File: src/rtl/dmux_pipeline_hs_pkg.sv
// rtl/dmux_pipeline_hs_pkg.sv - shared sizing helpers for the handshaked pipelined demux
// Stage records are {v, sel, data}; channel c of a flat bus sits at [c*w +: w].
package dmux_pipeline_hs_pkg;

  function automatic int f_sel_width(input int n);
    return (n <= 2) ? 1 : $clog2(n);
  endfunction

  function automatic int f_rec_width(input int sel_w, input int width);
    return 1 + sel_w + width;
  endfunction

endpackage

`ifndef DMUX_CH
`define DMUX_CH(c, w) ((c)*(w)) +: (w)
`endif

File: src/rtl/dmux_hs_stage.sv
// rtl/dmux_hs_stage.sv - one {v,sel,data} pipeline register with ready-chain logic
// Accepts when empty or when the downstream side takes the held beat this cycle.
module dmux_hs_stage
  import dmux_pipeline_hs_pkg::*;
#(
  parameter int SEL_W = 2,
  parameter int WIDTH = 8
) (
  input  logic             clk,
  input  logic             rst_n,
  input  logic             up_valid,
  input  logic [SEL_W-1:0] up_sel,
  input  logic [WIDTH-1:0] up_data,
  output logic             up_ready,
  output logic             dn_valid,
  output logic [SEL_W-1:0] dn_sel,
  output logic [WIDTH-1:0] dn_data,
  input  logic             dn_ready
);

  localparam int REC_W = f_rec_width(SEL_W, WIDTH);

  logic [REC_W-1:0] rec_q;
  logic [REC_W-1:0] rec_d;

  assign up_ready = ~rec_q[REC_W-1] | dn_ready;

  // Payload bits are left untouched when the stage empties; only v clears.
  always_comb begin
    rec_d = rec_q;
    if (up_ready) begin
      if (up_valid) rec_d = {1'b1, up_sel, up_data};
      else          rec_d[REC_W-1] = 1'b0;
    end
  end

  always_ff @(posedge clk or negedge rst_n) begin
    if (!rst_n) rec_q <= '0;
    else        rec_q <= rec_d;
  end

  assign {dn_valid, dn_sel, dn_data} = rec_q;

endmodule

File: src/rtl/dmux_pipeline_hs.sv
// rtl/dmux_pipeline_hs.sv - handshaked fixed-depth pipelined demultiplexer top
// Single in-order pipe feeds output decode, idle-data handling and per-channel beat counters.
module dmux_pipeline_hs
  import dmux_pipeline_hs_pkg::*;
#(
  parameter int  WIDTH        = 8,
  parameter int  OUTPUT_COUNT = 4,
  parameter int  LATENCY      = 2,
  parameter int  IDLE_ZERO    = 1,
  parameter int  CNT_WIDTH    = 16,
  localparam int SEL_W        = f_sel_width(OUTPUT_COUNT)
) (
  input  logic                              clk,
  input  logic                              rst_n,
  input  logic                              in_valid,
  output logic                              in_ready,
  input  logic [SEL_W-1:0]                  in_sel,
  input  logic [WIDTH-1:0]                  in_data,
  output logic [OUTPUT_COUNT-1:0]           out_valid,
  input  logic [OUTPUT_COUNT-1:0]           out_ready,
  output logic [WIDTH*OUTPUT_COUNT-1:0]     out_data,
  output logic                              sel_err,
  output logic [CNT_WIDTH*OUTPUT_COUNT-1:0] beat_cnt
);

  logic             rdy_en_q;
  logic             sel_ok;
  logic             head_valid;
  logic             head_ready;
  logic             tail_valid;
  logic [SEL_W-1:0] tail_sel;
  logic [WIDTH-1:0] tail_data;
  logic             tail_sel_ready;

  // Keeps in_ready low while in reset and for the release cycle.
  always_ff @(posedge clk or negedge rst_n) begin
    if (!rst_n) rdy_en_q <= 1'b0;
    else        rdy_en_q <= 1'b1;
  end

  assign sel_ok     = int'(in_sel) < OUTPUT_COUNT;
  assign head_valid = rdy_en_q & in_valid & sel_ok;
  assign in_ready   = rdy_en_q & head_ready;
  assign sel_err    = in_valid & in_ready & ~sel_ok;

  always_comb begin
    tail_sel_ready = 1'b0;
    for (int c = 0; c < OUTPUT_COUNT; c++) begin
      if (int'(tail_sel) == c) tail_sel_ready = out_ready[c];
    end
  end

  generate
    if (LATENCY == 0) begin : g_comb
      assign tail_valid = head_valid;
      assign tail_sel   = in_sel;
      assign tail_data  = in_data;
      assign head_ready = ~sel_ok | tail_sel_ready;
    end else begin : g_pipe
      logic             v_c    [LATENCY+1];
      logic [SEL_W-1:0] sel_c  [LATENCY+1];
      logic [WIDTH-1:0] data_c [LATENCY+1];
      logic             rdy_c  [LATENCY+1];

      assign v_c[0]         = head_valid;
      assign sel_c[0]       = in_sel;
      assign data_c[0]      = in_data;
      assign head_ready     = rdy_c[0];
      assign rdy_c[LATENCY] = ~v_c[LATENCY] | tail_sel_ready;

      for (genvar k = 0; k < LATENCY; k++) begin : g_stage
        dmux_hs_stage #(
          .SEL_W (SEL_W),
          .WIDTH (WIDTH)
        ) u_stage (
          .clk      (clk),
          .rst_n    (rst_n),
          .up_valid (v_c[k]),
          .up_sel   (sel_c[k]),
          .up_data  (data_c[k]),
          .up_ready (rdy_c[k]),
          .dn_valid (v_c[k+1]),
          .dn_sel   (sel_c[k+1]),
          .dn_data  (data_c[k+1]),
          .dn_ready (rdy_c[k+1])
        );
      end

      assign tail_valid = v_c[LATENCY];
      assign tail_sel   = sel_c[LATENCY];
      assign tail_data  = data_c[LATENCY];
    end
  endgenerate

  for (genvar c = 0; c < OUTPUT_COUNT; c++) begin : g_ch
    logic                 hit;
    logic                 xfer;
    logic [CNT_WIDTH-1:0] cnt_q;
    logic [CNT_WIDTH-1:0] cnt_d;

    assign hit          = tail_valid & (int'(tail_sel) == c);
    assign xfer         = hit & out_ready[c];
    assign out_valid[c] = hit;
    assign cnt_d        = xfer ? cnt_q + CNT_WIDTH'(1) : cnt_q;

    always_ff @(posedge clk or negedge rst_n) begin
      if (!rst_n) cnt_q <= '0;
      else        cnt_q <= cnt_d;
    end

    assign beat_cnt[`DMUX_CH(c, CNT_WIDTH)] = cnt_q;

    if (IDLE_ZERO != 0) begin : g_zero
      assign out_data[`DMUX_CH(c, WIDTH)] = hit ? tail_data : '0;
    end else begin : g_hold
      logic [WIDTH-1:0] hold_q;
      logic [WIDTH-1:0] hold_d;

      assign hold_d = xfer ? tail_data : hold_q;

      always_ff @(posedge clk or negedge rst_n) begin
        if (!rst_n) hold_q <= '0;
        else        hold_q <= hold_d;
      end

      assign out_data[`DMUX_CH(c, WIDTH)] = hit ? tail_data : hold_q;
    end
  end

endmodule

File: config.mk
export PLATFORM = sky130hd
export DESIGN_NAME = dmux_pipeline_hs
export DESIGN_NICKNAME = d
export VERILOG_FILES = /design/src/rtl/dmux_pipeline_hs_pkg.sv /design/src/rtl/dmux_hs_stage.sv /design/src/rtl/dmux_pipeline_hs.sv
export SDC_FILE = /design/constraint.sdc
export NUM_CORES = 1
export LEC_CHECK = 0
export BUFFER_PORTS_ARGS = -buffer_cell sky130_fd_sc_hd__clkbuf_2
export CORE_UTILIZATION = 52
export CTS_CLUSTER_DIAMETER = 100
export DETAILED_ROUTE_END_ITERATION = 16
export PLACE_DENSITY = 0.81
export SLEW_MARGIN = 20
export SYNTH_ARGS = -nofsm -noshare
export SYNTH_HDL_FRONTEND = slang
export SYNTH_SLANG_ARGS = --single-unit
export TNS_END_PERCENT = 5
File: constraint.sdc
create_clock -name clk -period 2.45 [get_ports clk]
set_input_delay 0.245 -clock clk [delete_from_list [all_inputs] [get_ports clk]]
set_output_delay 0.245 -clock clk [all_outputs]
set_load 0.02 [all_outputs]
# Word-level counts from Yosys, hierarchy flattened

Cells that the tools add are included.

Bits in latches: 0
Register bits after elaboration: 87
Memories: 0
ROM bits: 0
Bits in writable memories: 0

$lt $le $gt $ge: 0
Multipliers: 0
Equal/unequal tests: 3
Multiplexer cells: 10
Divide/modulo/power cells: 0
$add $sub $neg: 4
Shift-type cells: 0
Bitwise gates (word level): 15
Reductions and logical operators: 3

Operators by type and width:

| operator                                                        | count |
|---|---|
| 16-bit by 1-bit adder with 16-bit output, second input constant | 4 |
| 8-bit two-way mux                                               | 4 |
| 1-bit AND                                                       | 10 |
| 1-bit two-way mux                                               | 6 |
| 2-bit == test, second input constant                            | 2 |
| 2-bit AND reduction                                             | 2 |
| 1-bit bitwise OR                                                | 3 |
| 2-bit by 1-bit == test with 1-bit output, second input constant | 1 |
| 2-bit zero test                                                 | 1 |
| 1-bit NOT                                                       | 2 |

# Longest topological paths before layout

Word-level depth: 9
Mapped depth: 7
Gate-level depth less buffers: 5

# By module

A second synthesis with hierarchy kept.

Cells, all modules: 339
Area total of the unflattened synthesis: 4,231.6 um2

By module, submodules not included:

| module           | area each (um2) | times used | cells an instance |
|---|---|---|---|
| dmux_pipeline_hs | 3,300.7         | 1          | 291 |
| dmux_hs_stage    | 465.4           | 2          | 24 |

# Worst setup path after synthesis

No wires, ideal clock.

Path kind: register to register
From: register g_ch[2].cnt_q[0]
To: register g_ch[2].cnt_q[14]
Clock period less this slack: 1,707 ps
Cell stages (with the launch flop): 6
Arrival: 1,627 ps
Setup slack: 743 ps
Library setup time: 80 ps
Required time: 2,370 ps
Cell sequence: dfrtp_1 -> ha_1 -> inv_1 -> or4_4 -> nor2_1 -> xor2_1

Cells in the longest elaborated chain, start to end: 1

Ends and longest elaborated chain:

| item                                     | RTL line                | source |
|---|---|---|
| start: declaration                       | dmux_pipeline_hs.sv:98  | `logic [CNT_WIDTH-1:0] cnt_q;` |
| start signal: assignment                 | dmux_pipeline_hs.sv:108 | `else cnt_q <= cnt_d;` |
| 16-bit by 1-bit adder with 16-bit output | dmux_pipeline_hs.sv:104 | `assign cnt_d = xfer ? cnt_q + CNT_WIDTH'(1) : cnt_q;` |

Every way passes these cells.
A chain may end at the register's enable or synchronous reset.

# Worst setup path in the final report

From: register g_pipe.g_stage[1].u_stage.rec_q[9]
To: output out_data[16]

Cells in the longest elaborated chain, start to end: 3

Ends and longest elaborated chain:

| item                     | RTL line                | source |
|---|---|---|
| start: declaration       | dmux_hs_stage.sv:23     | `logic [REC_W-1:0] rec_q;` |
| start signal: assignment | dmux_hs_stage.sv:39     | `else rec_q <= rec_d;` |
| 2-bit == test            | dmux_pipeline_hs.sv:101 | `assign hit = tail_valid & (int'(tail_sel) == c);` |
| 1-bit AND                | dmux_pipeline_hs.sv:101 |  |
| 8-bit two-way mux        | dmux_pipeline_hs.sv:114 | `` assign out_data[`DMUX_CH(c, WIDTH)] = hit ? tail_data : '0; `` |
| end: declaration         | dmux_pipeline_hs.sv:21  | `output logic [WIDTH*OUTPUT_COUNT-1:0] out_data,` |

Every way passes these cells.

==> metrics.md <==
| Metric | Value |
|---|---|
| Core Footprint | `~7400 um2` |
| Delay-heaviest family, CP | `simple AND/OR/NAND/NOR gates` |
| Most frequent cell after synthesis | `dfrtp_1` |
| First-pass GRT wire length | `approximately 14,000 um` |
| Worst clock skew | `roughly 0.010 ns` |
| Clk network pwr share | `22.6%` |
| Vias in the first global route | `roughly 2,800` |
| Clock sink total | `87` |
| Leak pwr | `around 0.0025 uW` |
| Nets | `approximately 480` |
| Count of different cell masters after synthesis | `33` |
| Power density over cell area | `a little over 900 nW/um2` |
| Detailed Routing Iterations Pass 1 | `4` |
| Initial antenna violation count | `0` |
| Async SR Flop Fraction | `between 90% and 100%` |
| Fin crit share | `approximately nine tenths` |
| Tot Pwr | `4450 uW` |
| Initial Util | `54.8%` |
| Post CTS Setup Buffer Count | `0` |
| Post-synthesis area per instance | `roughly 12 um2` |
| Buf+Inv Stages, Crit Path | `1` |
| Critical path class | `flop to output pin` |
| Synth Register Bits | `87` |
| DIE AREA | `around 8200 um2` |
| Gpl congestion | `0.777` |
| Combinational share of power | `a little under a third` |
| Sw Ratio | `around 37%` |
| Sequence of cells on the critical path | `and2_1 > nor2b_1 > and2_1 > clkbuf_2` |
| CTS tree | `done` |
| Largest net degree at the start of global routing | `53` |
| Synth area leaders | `dfrtp_1 (54%), xnor2_1 (10%), and2_1 (4.2%)` |
| Htree depth | `3` |
| Vias post-DR | `between 2,000 and 3,000` |
| Post-synth top area cell | `dfrtp_1` |
| Worst min path class | `input pin to flop` |
| Slew Viols, Final | `0` |
| Setup-failing EPs final | `0` |
| Flop pwr share | `45.8%` |
| Root Buffer Master | `clkbuf_8` |
| Worst-Margin Slew | `0.668 ns` |
| Number of vias per cell | `5.20` |
| Remaining DRCs | `0` |
| Rel. slew slack | `a little under three fifths` |
| Internal power | `around 2800 uW` |
| CP Launch Type | `flop` |
| Die H | `about 90 um` |
| Status | `complete, no violations` |
| Gr ovfl total | `0` |
| P&R area growth vs syn | `20.6%` |
| Fmax | `roughly 440 MHz` |
| Mapped Area | `4060 um2` |
| Final Instance Area | `just under 5000 um2` |
| Cell Area, Placed | `4690 um2` |
| Mapped Cells | `351` |
| Final hold viol count | `0` |
| WL final | `slightly above 8000 um` |
| Drt wl/cell | `~14 um` |
| CTS max path bufs | `2` |
| P_sw | `between 1500 and 2000 uW` |
| ANT nets after route | `0` |
| Commonest cells in the netlist | `dfrtp_1 (87), xnor2_1 (48), nand2_1 (36), and2_1 (27), nand4_1 (21)` |
| Slowest cell on crit path | `dfrtp_1` |
| Number of synthesized flops with an enable pin | `0` |
| Synth top area share | `between 50% and 60%` |
| Clk_lat worst skew | `0.36 ns` |
| Worst VDD drop | `roughly 0.5 mV` |
| I/O pins | `approximately 120` |
| Worst Path Arrival | `2.00 ns` |
| Max-cap viol count | `0` |
| Setup TNS | `0 ns` |
| Post-Syn Nets | `372` |
| HPWL Detailed | `5890 um` |
| Crit-path max cell delay | `roughly 0.54 ns` |
| Hold WS | `0.112 ns` |
| RSZ-0062 raised after global routing | `false` |
| Max FO, Critical Path | `10` |
| Clk pin slew, worst setup/hold paths | `0.09 ns` |
| DIE WIDTH | `between 90 and 100 um` |
| Global Route Usage Sum | `between 20% and 30%` |
| Antenna cells | `0` |
| Crit path time final | `approximately 2.2 ns` |
| Synth warn | `0` |
| # rows | `31` |
| Initial DRC Count | `49` |
| Sequential-to-total area share from yosys stat | `around 54%` |
| Ys flop type | `dfrtp_1` |
| Crit path top cell by count | `and2_1` |
| Required time worst endpoint | `approximately 2.2 ns` |
| Cts bufs inserted | `9` |
| Port buffer count | `117` |
| Critical Path Sink Type | `output pin` |
| Layout cells sized above 1 | `a little over a third` |
==> state kept, by name, summed over array words and instances, names as in the netlist <==
signal	count
g_pipe.g_stage.u_stage.rec_q	22
rdy_en_q	1
g_ch.cnt_q	64
==> cells in the final DEF (no fill, tap or decap), drive strengths merged, types with 2 or more instances in the layout <==
master      n
clkinvlp    3
inv         5
and4        6
nand4      21
conb        2
a32o        2
clkbuf    125
mux2       21
xor2       12
nor3        3
nor4        2
nor2        9
and4b       2
and2       27
clkinv      2
nor2b       3
nand3      15
and3       19
dfrtp      87
nand2b      2
buf         3
ha          4
nand2      37
xnor2      48
==> power by group through the flow <==
| stage | clock network (uW) | registers (uW) | logic, uW |
|---|---|---|---|
| after global routing | 1080 | 2090 | 1520 |
| after CTS | 1030 | 2040 | 1420 |
| after global placement | 0 | 2040 | 1380 |
| after detailed placement | 0 | 2060 | 1420 |
| after floorplan | 0 | 2050 | 1010 |
| final | 1010 | 2030 | 1410 |
==> final timing paths <==
kind                                               startpoint                                  to  slack [ns]  cells after the start
hold reg to reg                             g_ch[3].cnt_q[15]                   g_ch[3].cnt_q[15]        0.47                      1
setup reg to reg           g_pipe.g_stage[1].u_stage.rec_q[8]  g_pipe.g_stage[1].u_stage.rec_q[5]        0.28                      4
setup / recovery           g_pipe.g_stage[1].u_stage.rec_q[9]                        out_data[16]        0.20                      4
min in group asynchronous                               rst_n                   g_ch[2].cnt_q[15]        0.47                      2
max in group asynchronous                               rst_n                    g_ch[0].cnt_q[9]        1.37                      3
hold / removal                                     in_data[6]  g_pipe.g_stage[0].u_stage.rec_q[6]        0.11                      2
==> per-stage QoR <==
step | worst slack [ns] | cells | utilization (%)
after floorplan | 0.743 | 351 | -
after global placement | 0.407 | 550 | 63.3
after detailed placement | 0.305 | 550 | 63.3
after CTS | 0.0348 | 567 | 66.0
after global routing | 0.0533 | 567 | 66.1
final | 0.201 | 567 | 66.1
==> cells by family (layout without fill, tap and decap cells) <==
group,after synthesis,after routing,share of synthesized area (%)
flops,87,87,53.7
mux,22,22,6.91
other cells,2,2,0.185
simple gates,150,150,21.1
fa+ha+maj,4,4,1.23
xor+xnor,60,60,13.0
compound gates,3,3,0.925
buf+inv,23,140,3.08
==> what timing repair did <==
item | 4_1_cts | 5_1_grt
resized for setup | 0 | 1
endpoints found under the hold margin | 51 | 0
endpoints found under the setup margin | 0 | 8
hold buffers | 1 | 0
==> final cells by class <==
type,instances,area (um2)
clock buffers,9,124
clock inverters,7,71.3
fillers,616,2510
inverters,4,15.0
multi-input cells,241,1760
flip-flops and latches,87,2180
well taps,99,124
repair buffers,120,626
==> metal layers <==
metal	routed length, um	GRT usage, %	vias to the layer above
met1	3660	27.3	1457
met4	119	7.26	0
li1	-	-	1410
met3	398	5.98	8
met2	3900	33.7	76
met5	0	0	-
No activity file was read; power rests on OpenSTA's default activity.
